===== src/rtl/pc_fetch_unit.sv =====
// rtl/pc_fetch_unit.sv - PC holder and imem fetcher with redirect and instruction buffer; optional FETCH_ALIGN_CHECK_EN
module pc_fetch_unit #(
  parameter logic [31:0] RESET_PC   = 32'h0000_3000,
  parameter int          FIFO_DEPTH = 2
) (
  input  logic        clk,
  input  logic        rst_n,
  output logic        imem_req,
  output logic [31:0] imem_addr,
  input  logic        imem_gnt,
  input  logic        imem_rvalid,
  input  logic [31:0] imem_rdata,
  input  logic        redirect_valid,
  input  logic [31:0] redirect_pc,
  output logic        instr_valid,
  input  logic        instr_ready,
  output logic [31:0] instr,
  output logic [31:0] instr_pc,
  output logic [31:0] instr_pc4,
  output logic        instr_exc
);

  localparam int PTR_W = $clog2(FIFO_DEPTH);
  localparam int CNT_W = PTR_W + 1;
  localparam logic [CNT_W-1:0] DEPTH_C = CNT_W'(FIFO_DEPTH);

  typedef enum logic [1:0] {S_IDLE, S_REQ, S_WAIT, S_DROP} state_e;

  state_e           state_q, state_d;
  logic [31:0]      fetch_pc_q, fetch_pc_d;
  logic [PTR_W-1:0] wr_ptr_q, rd_ptr_q;
  logic [CNT_W-1:0] count_q;
  logic [31:0]      mem_instr_q [FIFO_DEPTH];
  logic [31:0]      mem_pc_q    [FIFO_DEPTH];
  logic [31:0]      mem_pc4_q   [FIFO_DEPTH];
  logic             push, pop, flush;
  logic [31:0]      push_instr, push_pc, push_pc4;
  logic [CNT_W-1:0] count_after;

`ifdef FETCH_ALIGN_CHECK_EN
  logic             mem_exc_q [FIFO_DEPTH];
  logic             push_exc;
  logic             halt_q, halt_d;
  logic             misaligned;
  assign misaligned = (fetch_pc_q[1:0] != 2'b00);
  assign imem_addr  = fetch_pc_q;
  assign instr_exc  = mem_exc_q[rd_ptr_q];
`else
  assign imem_addr  = {fetch_pc_q[31:2], 2'b00};
  assign instr_exc  = 1'b0;
`endif

  assign instr_valid = (count_q != '0);
  assign instr       = mem_instr_q[rd_ptr_q];
  assign instr_pc    = mem_pc_q[rd_ptr_q];
  assign instr_pc4   = mem_pc4_q[rd_ptr_q];
  assign pop         = instr_valid && instr_ready;
  assign flush       = redirect_valid;
  // count after this cycle's response push and decode pop, used to decide whether to keep fetching
  assign count_after = count_q + CNT_W'(1) - CNT_W'(pop);

  // next-state, fetch PC and push selection; redirect overrides the normal flow last
  always_comb begin
    state_d    = state_q;
    fetch_pc_d = fetch_pc_q;
    imem_req   = 1'b0;
    push       = 1'b0;
    push_instr = imem_rdata;
    push_pc    = fetch_pc_q - 32'd4;  // fetch_pc already advanced past the in-flight word
    push_pc4   = fetch_pc_q;
`ifdef FETCH_ALIGN_CHECK_EN
    push_exc   = 1'b0;
    halt_d     = halt_q;
`endif
    case (state_q)
      S_IDLE: begin
`ifdef FETCH_ALIGN_CHECK_EN
        if ((count_q < DEPTH_C) && !halt_q) state_d = S_REQ;
`else
        if (count_q < DEPTH_C) state_d = S_REQ;
`endif
      end
      S_REQ: begin
`ifdef FETCH_ALIGN_CHECK_EN
        if (misaligned) begin
          if (count_q < DEPTH_C) begin
            push       = 1'b1;
            push_instr = 32'd0;
            push_pc    = fetch_pc_q;
            push_pc4   = fetch_pc_q + 32'd4;
            push_exc   = 1'b1;
            halt_d     = 1'b1;
            state_d    = S_IDLE;
          end
        end else begin
          imem_req = 1'b1;
          if (imem_gnt) begin
            fetch_pc_d = fetch_pc_q + 32'd4;
            state_d    = S_WAIT;
          end
        end
`else
        imem_req = 1'b1;
        if (imem_gnt) begin
          fetch_pc_d = fetch_pc_q + 32'd4;
          state_d    = S_WAIT;
        end
`endif
      end
      S_WAIT: begin
        if (imem_rvalid) begin
          push    = 1'b1;
          state_d = (count_after < DEPTH_C) ? S_REQ : S_IDLE;
        end
      end
      S_DROP: begin
        if (imem_rvalid) state_d = S_REQ;
      end
      default: state_d = S_IDLE;
    endcase

    if (redirect_valid) begin
      fetch_pc_d = redirect_pc;
      push       = 1'b0;
`ifdef FETCH_ALIGN_CHECK_EN
      halt_d     = 1'b0;
`endif
      case (state_q)
        S_REQ:   state_d = (imem_req && imem_gnt) ? S_DROP : S_REQ;
        S_WAIT:  state_d = imem_rvalid ? S_REQ : S_DROP;
        S_DROP:  state_d = S_DROP;
        default: state_d = S_REQ;
      endcase
    end
  end

  // FSM and architectural fetch PC registers
  always_ff @(posedge clk or negedge rst_n) begin
    if (!rst_n) begin
      state_q    <= S_IDLE;
      fetch_pc_q <= RESET_PC;
`ifdef FETCH_ALIGN_CHECK_EN
      halt_q     <= 1'b0;
`endif
    end else begin
      state_q    <= state_d;
      fetch_pc_q <= fetch_pc_d;
`ifdef FETCH_ALIGN_CHECK_EN
      halt_q     <= halt_d;
`endif
    end
  end

  // instruction buffer: registered storage, flushed on redirect
  always_ff @(posedge clk or negedge rst_n) begin
    if (!rst_n) begin
      wr_ptr_q <= '0;
      rd_ptr_q <= '0;
      count_q  <= '0;
      for (int i = 0; i < FIFO_DEPTH; i++) begin
        mem_instr_q[i] <= '0;
        mem_pc_q[i]    <= '0;
        mem_pc4_q[i]   <= '0;
`ifdef FETCH_ALIGN_CHECK_EN
        mem_exc_q[i]   <= 1'b0;
`endif
      end
    end else if (flush) begin
      wr_ptr_q <= '0;
      rd_ptr_q <= '0;
      count_q  <= '0;
    end else begin
      if (push) begin
        mem_instr_q[wr_ptr_q] <= push_instr;
        mem_pc_q[wr_ptr_q]    <= push_pc;
        mem_pc4_q[wr_ptr_q]   <= push_pc4;
`ifdef FETCH_ALIGN_CHECK_EN
        mem_exc_q[wr_ptr_q]   <= push_exc;
`endif
        wr_ptr_q <= wr_ptr_q + PTR_W'(1);
      end
      if (pop) rd_ptr_q <= rd_ptr_q + PTR_W'(1);
      count_q <= count_q + CNT_W'(push) - CNT_W'(pop);
    end
  end

endmodule


===== config.mk =====
export PLATFORM = sky130hd
export DESIGN_NAME = pc_fetch_unit
export DESIGN_NICKNAME = d
export VERILOG_FILES = /design/src/rtl/pc_fetch_unit.sv
export SDC_FILE = /design/constraint.sdc
export NUM_CORES = 1
export LEC_CHECK = 0
export ABC_AREA = 1
export ABC_CLOCK_PERIOD_IN_PS = 2300
export BUFFER_PORTS_ARGS = -buffer_cell sky130_fd_sc_hd__buf_4
export CAP_MARGIN = 20
export CORE_ASPECT_RATIO = 1.1
export CORE_MARGIN = 2
export CORE_UTILIZATION = 57
export DETAILED_ROUTE_END_ITERATION = 10
export PLACE_DENSITY = 0.81
export SLEW_MARGIN = 40
export SYNTH_ARGS = -nofsm -noshare
export SYNTH_HDL_FRONTEND = slang
export SYNTH_SLANG_ARGS = --single-unit

===== constraint.sdc =====
create_clock -name clk -period 2.3 [get_ports clk]
set_clock_uncertainty 0.15 [all_clocks]
set_input_delay 0.115 -clock clk [delete_from_list [all_inputs] [get_ports clk]]
set_output_delay 0.115 -clock clk [all_outputs]
set_load 0.03 [all_outputs]

==> impl_metrics.ini <==
[pwr]
power_density_nw_per_um2 = 1280
p_leak_nw = 7.69
ir_drop_mv = 0.720

[layout]
area_delta_synth_final_pct = 26.1
fin_util = 0.726
num-fill-cells = 1644
antennaDiodeCount = 0
multiInputGateArea_um2 = 4980
seq_area_um2 = 5660
final_nets = 1920
final_layout_size_suffix_gt1_frac = 0.147

[route]
drc = 0
drt-pass1-iter-count = 5
drtIter0Drc = 1000
drtAntennaViolNets = 0
wl_per_cell_um = 16.4
drt-total-wl_um = 34800
vias = 11400
vias_per_cell = 5.37

[logic_synthesis]
ys_seq_area_frac = 0.480
synthDominantCellAreaShare = 0.476
syn_inst = 1629
synth_seq_cells = 226
synth_top_area_cell = dfrtp_1
synth.distinct_cells = 34
avgSynthCellArea_um2 = 7.23
synth.top_cells.by_area = dfrtp_1 48%, nand2_1 24%, o21ai_0 6.9%
syn_area_um2 = 11800
yosysWarnings = 0

[outcome]
status = completed

[clocking]
cts.clk_slew.worst_paths_ns = 0.06
cts_num_sinks = 226
htree_levels = 1
clk_latency_ns = 0.52
holdBufCountCts = 91
cts_root_buffer = clkbuf_16
clock_path_buffers = 3
postCtsSetupBuffers = 0
cts_inserted_buffers = 23
cts_tree = built
cts_resized = 0

[worst_setup_path]
required_ns = 2.04
cp_max_fo = 108
cp-end-kind = output port
cpPeakStageDelay_ns = 0.43
cp.arrival_ns = 1.91
cp-start-kind = register
worstPathCellList = clkinv_2 -> buf_12 -> nand2_1 -> o21ai_0 -> buf_4
path_class = register to output port
slowest_stage = dfrtp_2

[placement]
dp_hpwl_um = 22900
io_buffers = 197
gp_congestion = 0.934

[floorplan]
num_rows = 55
initial_core_util = 0.576
die_area_um2 = 21800
ios = 201
die_x_um = 141
core-area_um2 = 20400
die_h_um = 155

[sta]
timing.hold.ws_ns = 0.0236
setup-tns-final_ns = 0
fmax_mhz = 460
fin_crit_sh = 0.946
slew_violations = 0
final-hold-violation-count = 0
worst_pin_slew_ns = 0.583
period_needed_ns = 2.18
slew_headroom = 0.611
rsz0062_at_grt = false
finalSetupViolCount = 0

[hold_path]
hp-class = primary input to async pin

[global_route]
gr-total-overflow = 0
first_global_vias = 11000
grtUsageTotal = 0.321
grt_pass1_wl_um = 56200
grt_max_degree = 109
antenna_found_initial = 0

[job]
drv_cap = 0
==> critical path: cells and delay by family (launching register included) <==
family          cells  cell delay [ns]
buf+inv             3             0.59
flops               1             0.43
compound gates      1             0.14
simple gates        1             0.11
==> synthesized netlist by cell type, drive strengths merged <==
master  count
nand3      63
clkinv      1
a22oi       1
nand2     743
ha          4
o211ai      7
dfstp       2
o221ai      1
nand4      10
inv       115
or2         1
buf        79
dfrtp     224
conb        1
xnor2       1
a21oi       7
o21bai      2
o21ai     181
xor2       20
clkbuf     40
o22ai       1
nor2      125
==> cell type report <==
class | count | area share
Tap cell | 256 | 0.0216
Clock buffer | 32 | 0.0444
Multi-Input combinational cell | 1170 | 0.335
Inverter | 116 | 0.0295
Clock inverter | 9 | 0.00851
Timing Repair Buffer | 309 | 0.180
Sequential cell | 226 | 0.381
==> layer usage <==
metal | GRT usage | share of wire | up-vias
li1 | - | - | 5450
met1 | 0.423 | 0.41 | 5373
met2 | 0.546 | 0.49 | 481
met3 | 0.0502 | 0.072 | 71
met4 | 0.105 | 0.031 | 0
met5 | 0 | 0 | -
==> state kept, by name, summed over array words and instances, names as in the netlist <==
signal and cells:
mem_pc4_q 60, state_q 2, mem_pc_q 64, wr_ptr_q 1
count_q 2, rd_ptr_q 1, mem_instr_q 64, fetch_pc_q 32
==> stage by stage <==
stage | cells | total power (W) | setup slack [ns] | cell area (µm²)
finish | 2118 | 0.0190 | 0.125 | 14800
global route | 2118 | 0.0201 | 0.0378 | 14800
CTS | 2118 | 0.0190 | 0.174 | 14800
detailed placement | 1986 | 0.0149 | 0.285 | 13200
global placement | 1986 | 0.0147 | 0.369 | 13200
floorplan | 1631 | 0.0118 | 0.418 | 11800
==> path summary, 6_finish.rpt <==
path / start / endpoint / slack, ns / cells after the start
hold reg to reg: mem_pc_q[53] / mem_pc_q[53] / 0.33 / 2
min in group clk: imem_rdata[22] / mem_instr_q[54] / 0.20 / 4
max in group asynchronous: rst_n / fetch_pc_q[13] / 1.24 / 3
setup reg to reg: fetch_pc_q[2] / mem_pc_q[50] / 0.26 / 8
setup / recovery: rd_ptr_q / instr[6] / 0.12 / 5
hold / removal: rst_n / mem_instr_q[25] / 0.02 / 2
==> kinds of logic (layout without fill, tap and decap cells) <==
family                     after synthesis  in the layout  synth area share
buffers and inverters                  235            466            0.0977
other                                    1              3          0.000318
xor gates and xnor gates                21             21            0.0156
AOI/OAI and AO/OA                      200            200            0.0875
adders and majority gates                4              4           0.00425
DFF                                    226            226             0.480
and+or+nand+nor                        942            942             0.314
==> power by group <==
part | internal [W] | total [W] | switching, W | leakage, nW
Sequential | 0.00530 | 0.00624 | 0.000941 | 2.79
Combinational | 0.00300 | 0.00888 | 0.00588 | 4.51
Clock | 0.00234 | 0.00389 | 0.00155 | 0.387
Total | 0.0106 | 0.0190 | 0.00837 | 7.69
==> layout by cell type (no fill, tap or decap), types with 2 or more instances in the layout <==
master and count:
o211ai_1 7, xor2_1 20, nand2_4 2, bufinv_16 3, clkbuf_16 23, clkinv_2 6
o21ai_1 19, nor2_1 119, nor2_2 3, nor2_4 2, a21oi_1 7, clkbuf_8 5
dfstp_2 2, nand3_1 63, conb_1 3, inv_1 111, inv_2 3, buf_12 9
nand4_1 10, o21bai_1 2, clkbuf_1 4, nand2_1 739, dlygate4sd3_1 91, o21ai_0 162
ha_1 4, dfrtp_1 223, nand2_2 2, buf_4 208
(Power assumes the default switching activity.)
